[src/rtl/dma_fifo_device.sv]
// -----------------------------------------------------------------------------
// dma_fifo_device
//   Memory-mapped DMA peripheral on the 16-bit per_* bus. A 2**FIFO_AW word
//   FIFO sits between the CPU (DATA register) and the DMA controller
//   (dev_in / dev_out with the dma_ack / dev_ack handshake).
//     RD mode (CONFIG[2]=1): DMA pushes memory words, CPU pops them via DATA.
//     WR mode (CONFIG[2]=0): CPU pushes via DATA, DMA pops them to memory.
//   Sticky END_OP / OVF / UNF flags, a transfer counter, abort and an
//   end-of-operation interrupt are provided.
//
// Ports
//   clk, reset          system clock, synchronous active-high reset
//   per_addr/din/en/we  peripheral bus (word address, write data, enable,
//                       byte write enables - any set bit means write)
//   per_dout            combinational read data, 0 when not selected
//   dev_in              word from the DMA controller (RD mode)
//   dma_ack             DMA controller word strobe
//   dma_end_flag        DMA controller end-of-operation pulse
//   dev_ack             device can take/give a word this cycle
//   dev_out             FIFO head towards the DMA controller (WR mode)
//   dma_rqst            operation request (CONFIG[0])
//   dma_rd_wr           1 = memory to device, 0 = device to memory
//   dma_start_address   START_ADDR register
//   dma_num_words       N_WORDS register
//   irq                 IRQ_EN & END_OP
//
// Register map (byte offset): 0x0 START_ADDR, 0x2 N_WORDS, 0x4 CONFIG,
//   0x6 STATUS, 0x8 DATA, 0xA XFER_CNT, 0xC/0xE read as zero.
// -----------------------------------------------------------------------------
module dma_fifo_device #(
   parameter logic [14:0] BASE_ADDR = 15'h0100,
   parameter int          DEC_WD    = 4,
   parameter int          FIFO_AW   = 3
) (
   input  logic        clk,
   input  logic        reset,
   input  logic [13:0] per_addr,
   input  logic [15:0] per_din,
   input  logic        per_en,
   input  logic [1:0]  per_we,
   output logic [15:0] per_dout,
   input  logic [15:0] dev_in,
   input  logic        dma_ack,
   input  logic        dma_end_flag,
   output logic        dev_ack,
   output logic [15:0] dev_out,
   output logic        dma_rqst,
   output logic        dma_rd_wr,
   output logic [15:0] dma_start_address,
   output logic [15:0] dma_num_words,
   output logic        irq
);

   localparam int DEPTH = 1 << FIFO_AW;
   localparam int CW    = FIFO_AW + 1;
   localparam int IW    = DEC_WD - 1;

   localparam logic [CW-1:0] DEPTH_CNT = CW'(DEPTH);

   localparam logic [IW-1:0] REG_START_ADDR = IW'(0);
   localparam logic [IW-1:0] REG_N_WORDS    = IW'(1);
   localparam logic [IW-1:0] REG_CONFIG     = IW'(2);
   localparam logic [IW-1:0] REG_STATUS     = IW'(3);
   localparam logic [IW-1:0] REG_DATA       = IW'(4);
   localparam logic [IW-1:0] REG_XFER_CNT   = IW'(5);

   // Registers
   logic [15:0]        start_addr_r;
   logic [15:0]        n_words_r;
   logic               start_r;
   logic               rd_wr_r;
   logic               irq_en_r;
   logic               end_op_r;
   logic               ovf_r;
   logic               unf_r;
   logic [15:0]        xfer_cnt_r;
   logic [15:0]        mem_r [DEPTH];
   logic [FIFO_AW-1:0] wr_ptr_r;
   logic [FIFO_AW-1:0] rd_ptr_r;
   logic [CW-1:0]      count_r;

   // Decode and datapath signals
   logic               sel_s;
   logic               wr_s;
   logic               rd_s;
   logic [IW-1:0]      reg_idx_s;
   logic               cfg_wr_s;
   logic               status_wr_s;
   logic               data_wr_s;
   logic               data_rd_s;
   logic               empty_s;
   logic               full_s;
   logic               dev_ack_s;
   logic               xfer_s;
   logic               push_s;
   logic               pop_s;
   logic [15:0]        push_data_s;
   logic               clr_s;
   logic               ovf_set_s;
   logic               unf_set_s;
   logic               start_rise_s;
   logic [15:0]        head_s;
   logic [15:0]        status_s;
   logic [15:0]        rdata_s;

   assign sel_s       = per_en & (per_addr[13:DEC_WD-1] == BASE_ADDR[14:DEC_WD]);
   assign wr_s        = sel_s & (|per_we);
   assign rd_s        = sel_s & ~(|per_we);
   assign reg_idx_s   = per_addr[IW-1:0];
   assign cfg_wr_s    = wr_s & (reg_idx_s == REG_CONFIG);
   assign status_wr_s = wr_s & (reg_idx_s == REG_STATUS);
   assign data_wr_s   = wr_s & (reg_idx_s == REG_DATA);
   assign data_rd_s   = rd_s & (reg_idx_s == REG_DATA);

   // FULL/EMPTY come straight from the registered count, so a pop this cycle
   // cannot free a slot for a push in the same cycle.
   assign empty_s = (count_r == {CW{1'b0}});
   assign full_s  = (count_r == DEPTH_CNT);
   assign head_s  = mem_r[rd_ptr_r];

   assign dev_ack_s = start_r & (rd_wr_r ? ~full_s : ~empty_s);
   assign xfer_s    = dma_ack & dev_ack_s;

   // RD mode: DMA pushes, CPU pops. WR mode: CPU pushes, DMA pops.
   assign push_s      = rd_wr_r ? xfer_s : (data_wr_s & ~full_s);
   assign pop_s       = rd_wr_r ? (data_rd_s & ~empty_s) : xfer_s;
   assign push_data_s = rd_wr_r ? dev_in : per_din;
   assign clr_s       = cfg_wr_s & per_din[4];
   assign ovf_set_s   = ~rd_wr_r & data_wr_s & full_s;
   assign unf_set_s   = rd_wr_r & data_rd_s & empty_s;

   // A start request coinciding with end-of-operation is discarded.
   assign start_rise_s = cfg_wr_s & ~start_r & per_din[0] & ~dma_end_flag;

   // FIFO storage write port; contents need no reset since COUNT gates use.
   always_ff @(posedge clk) begin
      if (push_s & ~clr_s & ~reset) begin
         mem_r[wr_ptr_r] <= push_data_s;
      end
   end

   // FIFO pointers and occupancy; clear has priority over push and pop.
   always_ff @(posedge clk) begin
      if (reset) begin
         wr_ptr_r <= {FIFO_AW{1'b0}};
         rd_ptr_r <= {FIFO_AW{1'b0}};
         count_r  <= {CW{1'b0}};
      end else if (clr_s) begin
         wr_ptr_r <= {FIFO_AW{1'b0}};
         rd_ptr_r <= {FIFO_AW{1'b0}};
         count_r  <= {CW{1'b0}};
      end else begin
         if (push_s) begin
            wr_ptr_r <= wr_ptr_r + FIFO_AW'(1);
         end
         if (pop_s) begin
            rd_ptr_r <= rd_ptr_r + FIFO_AW'(1);
         end
         case ({push_s, pop_s})
            2'b10:   count_r <= count_r + CW'(1);
            2'b01:   count_r <= count_r - CW'(1);
            default: count_r <= count_r;
         endcase
      end
   end

   // Control/config registers, sticky flags and the transfer counter.
   always_ff @(posedge clk) begin
      if (reset) begin
         start_addr_r <= 16'h0000;
         n_words_r    <= 16'h0000;
         start_r      <= 1'b0;
         rd_wr_r      <= 1'b0;
         irq_en_r     <= 1'b0;
         end_op_r     <= 1'b0;
         ovf_r        <= 1'b0;
         unf_r        <= 1'b0;
         xfer_cnt_r   <= 16'h0000;
      end else begin
         if (wr_s & (reg_idx_s == REG_START_ADDR)) begin
            start_addr_r <= per_din;
         end
         if (wr_s & (reg_idx_s == REG_N_WORDS)) begin
            n_words_r <= per_din;
         end

         // End of operation overrides any CPU write to START.
         if (dma_end_flag) begin
            start_r <= 1'b0;
         end else if (cfg_wr_s) begin
            start_r <= per_din[0];
         end

         // Direction and IRQ enable are frozen while an operation runs.
         if (cfg_wr_s & ~start_r) begin
            rd_wr_r  <= per_din[2];
            irq_en_r <= per_din[3];
         end

         if (start_rise_s) begin
            xfer_cnt_r <= 16'h0000;
         end else if (xfer_s) begin
            xfer_cnt_r <= xfer_cnt_r + 16'h0001;
         end

         // Setting a flag wins over a same-cycle write-one-to-clear.
         if (dma_end_flag) begin
            end_op_r <= 1'b1;
         end else if (start_rise_s | (status_wr_s & per_din[15])) begin
            end_op_r <= 1'b0;
         end

         if (ovf_set_s) begin
            ovf_r <= 1'b1;
         end else if (status_wr_s & per_din[14]) begin
            ovf_r <= 1'b0;
         end

         if (unf_set_s) begin
            unf_r <= 1'b1;
         end else if (status_wr_s & per_din[13]) begin
            unf_r <= 1'b0;
         end
      end
   end

   // STATUS word assembly.
   always_comb begin
      status_s            = 16'h0000;
      status_s[15]        = end_op_r;
      status_s[14]        = ovf_r;
      status_s[13]        = unf_r;
      status_s[12]        = full_s;
      status_s[11]        = empty_s;
      status_s[FIFO_AW:0] = count_r;
   end

   // Combinational read mux; zero whenever the block is not being read.
   always_comb begin
      rdata_s = 16'h0000;
      if (rd_s) begin
         case (reg_idx_s)
            REG_START_ADDR: rdata_s = start_addr_r;
            REG_N_WORDS:    rdata_s = n_words_r;
            REG_CONFIG:     rdata_s = {12'h000, irq_en_r, rd_wr_r, 1'b0, start_r};
            REG_STATUS:     rdata_s = status_s;
            REG_DATA:       rdata_s = (rd_wr_r & ~empty_s) ? head_s : 16'h0000;
            REG_XFER_CNT:   rdata_s = xfer_cnt_r;
            default:        rdata_s = 16'h0000;
         endcase
      end else begin
         rdata_s = 16'h0000;
      end
   end

   assign per_dout          = rdata_s;
   assign dev_ack           = dev_ack_s;
   assign dev_out           = (~rd_wr_r & start_r & ~empty_s) ? head_s : 16'h0000;
   assign dma_rqst          = start_r;
   assign dma_rd_wr         = rd_wr_r;
   assign dma_start_address = start_addr_r;
   assign dma_num_words     = n_words_r;
   assign irq               = irq_en_r & end_op_r;

endmodule

[config.mk]
export PLATFORM = sky130hd
export DESIGN_NAME = dma_fifo_device
export DESIGN_NICKNAME = d
export VERILOG_FILES = /design/src/rtl/dma_fifo_device.sv
export SDC_FILE = /design/constraint.sdc
export NUM_CORES = 1
export LEC_CHECK = 0
export BUFFER_PORTS_ARGS = -buffer_cell sky130_fd_sc_hd__buf_2
export CELL_PAD_IN_SITES_DETAIL_PLACEMENT = 1
export CELL_PAD_IN_SITES_GLOBAL_PLACEMENT = 2
export CORE_UTILIZATION = 43
export CTS_CLUSTER_DIAMETER = 120
export DETAILED_ROUTE_END_ITERATION = 7
export HOLD_SLACK_MARGIN = 0.02
export PLACE_DENSITY = 0.86
export SLEW_MARGIN = 20
export SYNTH_ARGS = -nofsm -noshare
export SYNTH_HDL_FRONTEND = slang
export SYNTH_SLANG_ARGS = --single-unit
[constraint.sdc]
create_clock -name clk -period 10.1 [get_ports clk]
set_input_delay 0 -clock clk [delete_from_list [all_inputs] [get_ports clk]]
set_output_delay 0 -clock clk [all_outputs]
set_load 0.1 [all_outputs]
==> results.json <==
{
  "worst-r2r-setup-slack_ns": 6.18,
  "area_growth_pct": 20.6,
  "clk_pin_slew_ns": 0.08,
  "cap_violations": 0,
  "start_util": 0.441,
  "r2r_start": "count_r[0]$_SDFFE_PP0P_",
  "grt_use_total": 0.257,
  "io_pins": 121,
  "hold_ws_ns": 0.0480,
  "drive_above_1_share": 0.313,
  "min_period_ns": 3.92,
  "ant_nets": 0,
  "cts_made_buffers": 17,
  "grt_pass1_vias": 6717,
  "fin_nets": 869,
  "finalSetupViolations": 0,
  "grt_pass1_wl_microns": 40800,
  "ys_types": 63,
  "synth-seq-cells": 195,
  "root_buffer": "clkbuf_16",
  "die_y_microns": 146,
  "clock_sinks": 195,
  "startpoint_type": "register",
  "remaining_drc_errors": 0,
  "drtPass1Iterations": 6,
  "synthCells": 670,
  "wire_per_inst_microns": 24.5,
  "die_width_microns": 146,
  "clockBufferDepth": 2,
  "min_path_type": "in -> reg",
  "synth_largest_area_cell": "edfxtp_1",
  "syn_nets": 729,
  "worstHoldStart": "dev_in[11]",
  "leakage_nw": 3.97,
  "power_mw": 1.62,
  "via_per_inst": 5.90,
  "synth_ff_type": "edfxtp_1",
  "core-area_sq_um": 20400,
  "register_area_sq_um": 5190,
  "ys_top_cells_by_area": "edfxtp_1 43%, dfxtp_1 15%, mux4_2 8.0%, mux2i_1 5.7%, mux2_2 4.9%",
  "htree_levels": 4,
  "dp_worst_setup_slack_ns": 6.37,
  "ir_drop_mv": 0.117,
  "grt_max_degree": 58,
  "final-hold-violation-count": 0,
  "place_inst": 1027,
  "crit_type": "reg -> reg",
  "portBuffers": 120,
  "async_flop_share": 0,
  "reg2reg_to": "count_r[2]$_SDFFE_PP0P_",
  "status": "finished clean",
  "finalCritPeriodShare": 0.388,
  "timing.fmax_mhz": 255,
  "cts_tree": "yes",
  "routabilityCongestion": 0.892,
  "seq_area_frac_synth": 0.578,
  "end_kind": "register",
  "synth_edf_count": 128,
  "grt_setup_unrepaired": "false",
  "rows": 52,
  "synth_area_sq_um": 8970,
  "worst-path-max-fanout": 15,
  "drv_slew": 0,
  "vias": 6455,
  "overflow": 0,
  "finClkSkew_ns": 0.0160,
  "holdPathEnd": "mem_r[0][11]$_DFFE_PP_",
  "critPathArrivalTime_ns": 4.27,
  "required_ns": 10.44,
  "multi_input_area_sq_um": 3600,
  "min_path_cells": 2,
  "clock_latency_ns": 0.45,
  "place_hpwl_microns": 18000,
  "fillers": 2093,
  "worstMarginPinSlew_ns": 1.10,
  "antenna_found_initial": 3,
  "yosysWarnings": 0,
  "worst_r2r_path_depth": 10,
  "design.die.area_sq_um": 21500,
  "power_density_nw_per_um2": 150,
  "syn_area_per_cell_sq_um": 13.4,
  "stdcell_count": 1094,
  "tns_ns": 0,
  "synth_top_area_frac": 0.428,
  "max-slew-margin-rel": 0.266,
  "first_iter_violations": 589,
  "fin_ws_ns": 6.18,
  "drt_wl_total_microns": 26800
}
registers in the layout, summed over array words and instances (netlist names), 3 cells and up, named ones only:
| signal | flops |
|---|---|
| rd_ptr_r | 3 |
| dma_start_address | 16 |
| wr_ptr_r | 3 |
| mem_r | 128 |
| xfer_cnt_r | 16 |
| dma_num_words | 16 |
| count_r | 4 |
worst max-delay path, stage by stage (launching register included):
cell and delay [ns]:
dfxtp_1 0.40, or3_1 0.53, o21ai_2 0.57, o22a_1 0.67
ha_1 0.37, xor2_1 0.23, ha_1 0.19, a21oi_1 0.06
xor2_1 0.18, or3_1 0.36, a21oi_1 0.27
through the flow:
stage                      util  instance area (sq um)
after floorplan               -                   8970
after global placement    0.484                   9850
after detailed placement  0.484                   9850
after CTS                 0.531                  10800
after global routing      0.531                  10800
final                     0.531                  10800
placed cells by master (no fill, tap or decap), types with 5 or more instances in the layout:
cell,count
a21oi_1,20
a222oi_1,11
and3_1,6
buf_2,120
buf_4,11
clkbuf_16,17
dfxtp_1,65
dlygate4sd3_1,34
edfxtp_1,128
ha_1,6
inv_1,13
inv_8,5
mux2_2,39
mux2i_1,51
mux4_2,32
nand2_1,60
nand3_1,15
nor2_1,33
nor2b_1,17
o211ai_1,10
o21ai_0,24
o31ai_1,7
or3_1,6
or4_1,7
xor2_1,7
routing by layer:
layer	share of wire	up-vias	global-route usage
met5	0	-	0
met1	0.42	3347	0.327
met4	0.021	0	0.0953
met2	0.51	191	0.440
li1	-	2875	-
met3	0.047	42	0.0447
worst max-delay path by stage:
stage | from | endpoint | slack [ns] | cells after the start
3_5_place_dp | count_r[0]$_SDFFE_PP0P_ | count_r[2]$_SDFFE_PP0P_ | 6.37 | 10
5_1_grt | count_r[0]$_SDFFE_PP0P_ | count_r[2]$_SDFFE_PP0P_ | 5.97 | 10
4_1_cts | count_r[0]$_SDFFE_PP0P_ | count_r[2]$_SDFFE_PP0P_ | 6.21 | 10
3_3_place_gp | count_r[0]$_SDFFE_PP0P_ | count_r[2]$_SDFFE_PP0P_ | 6.65 | 10
6_report | count_r[0]$_SDFFE_PP0P_ | count_r[2]$_SDFFE_PP0P_ | 6.18 | 10
2_1_floorplan | dma_rd_wr$_SDFFE_PP0N_ | mem_r[5][0]$_DFFE_PP_ | 5.79 | 6
synth_stat cells, types with 4 or more instances:
cell and number:
edfxtp_1 128, dfxtp_1 67, nand2_1 60, mux2i_1 51, mux2_2 39, nor2_1 33, mux4_2 32, clkbuf_1 27
o21ai_0 24, a21oi_1 20, nor2b_1 17, nand3_1 15, inv_1 13, a222oi_1 11, o211ai_1 10, buf_2 9
or4_1 8, o31ai_1 7, xor2_1 7, and3_1 6, ha_1 6, or3_1 6, buf_1 5, nor4b_1 5
nand4_1 4
cell type report:
| cell class | instances | area share |
|---|---|---|
| diodes | 1 | 0.000231 |
| clock buffers | 17 | 0.0393 |
| clock inverters | 15 | 0.0180 |
| multi-input cells | 418 | 0.333 |
| repair buffers | 165 | 0.0946 |
| well taps | 270 | 0.0312 |
| flip-flops and latches | 195 | 0.479 |
| inverters | 13 | 0.00451 |
where the power goes:
part           switching [mW]  leakage, nW  internal, mW
clock network           0.350        0.304         0.362
logic                  0.0378         1.98        0.0236
registers            0.000330         1.69         0.847
timing repair:
action	4_1_cts	5_1_grt
setup buffers	0	0
gates resized for setup	0	0
endpoints found under the hold margin	133	0
hold buffers	34	0
logic make-up after synthesis:
kind of cell	synth area share
buffers and inverters	0.0276
AO/OA/AOI/OAI	0.0779
adder cells (fa/ha/maj)	0.00836
AND/OR/NAND/NOR	0.114
multiplexers	0.186
flip-flops	0.578
XOR/XNOR	0.00864
(Power assumes the default switching activity.)
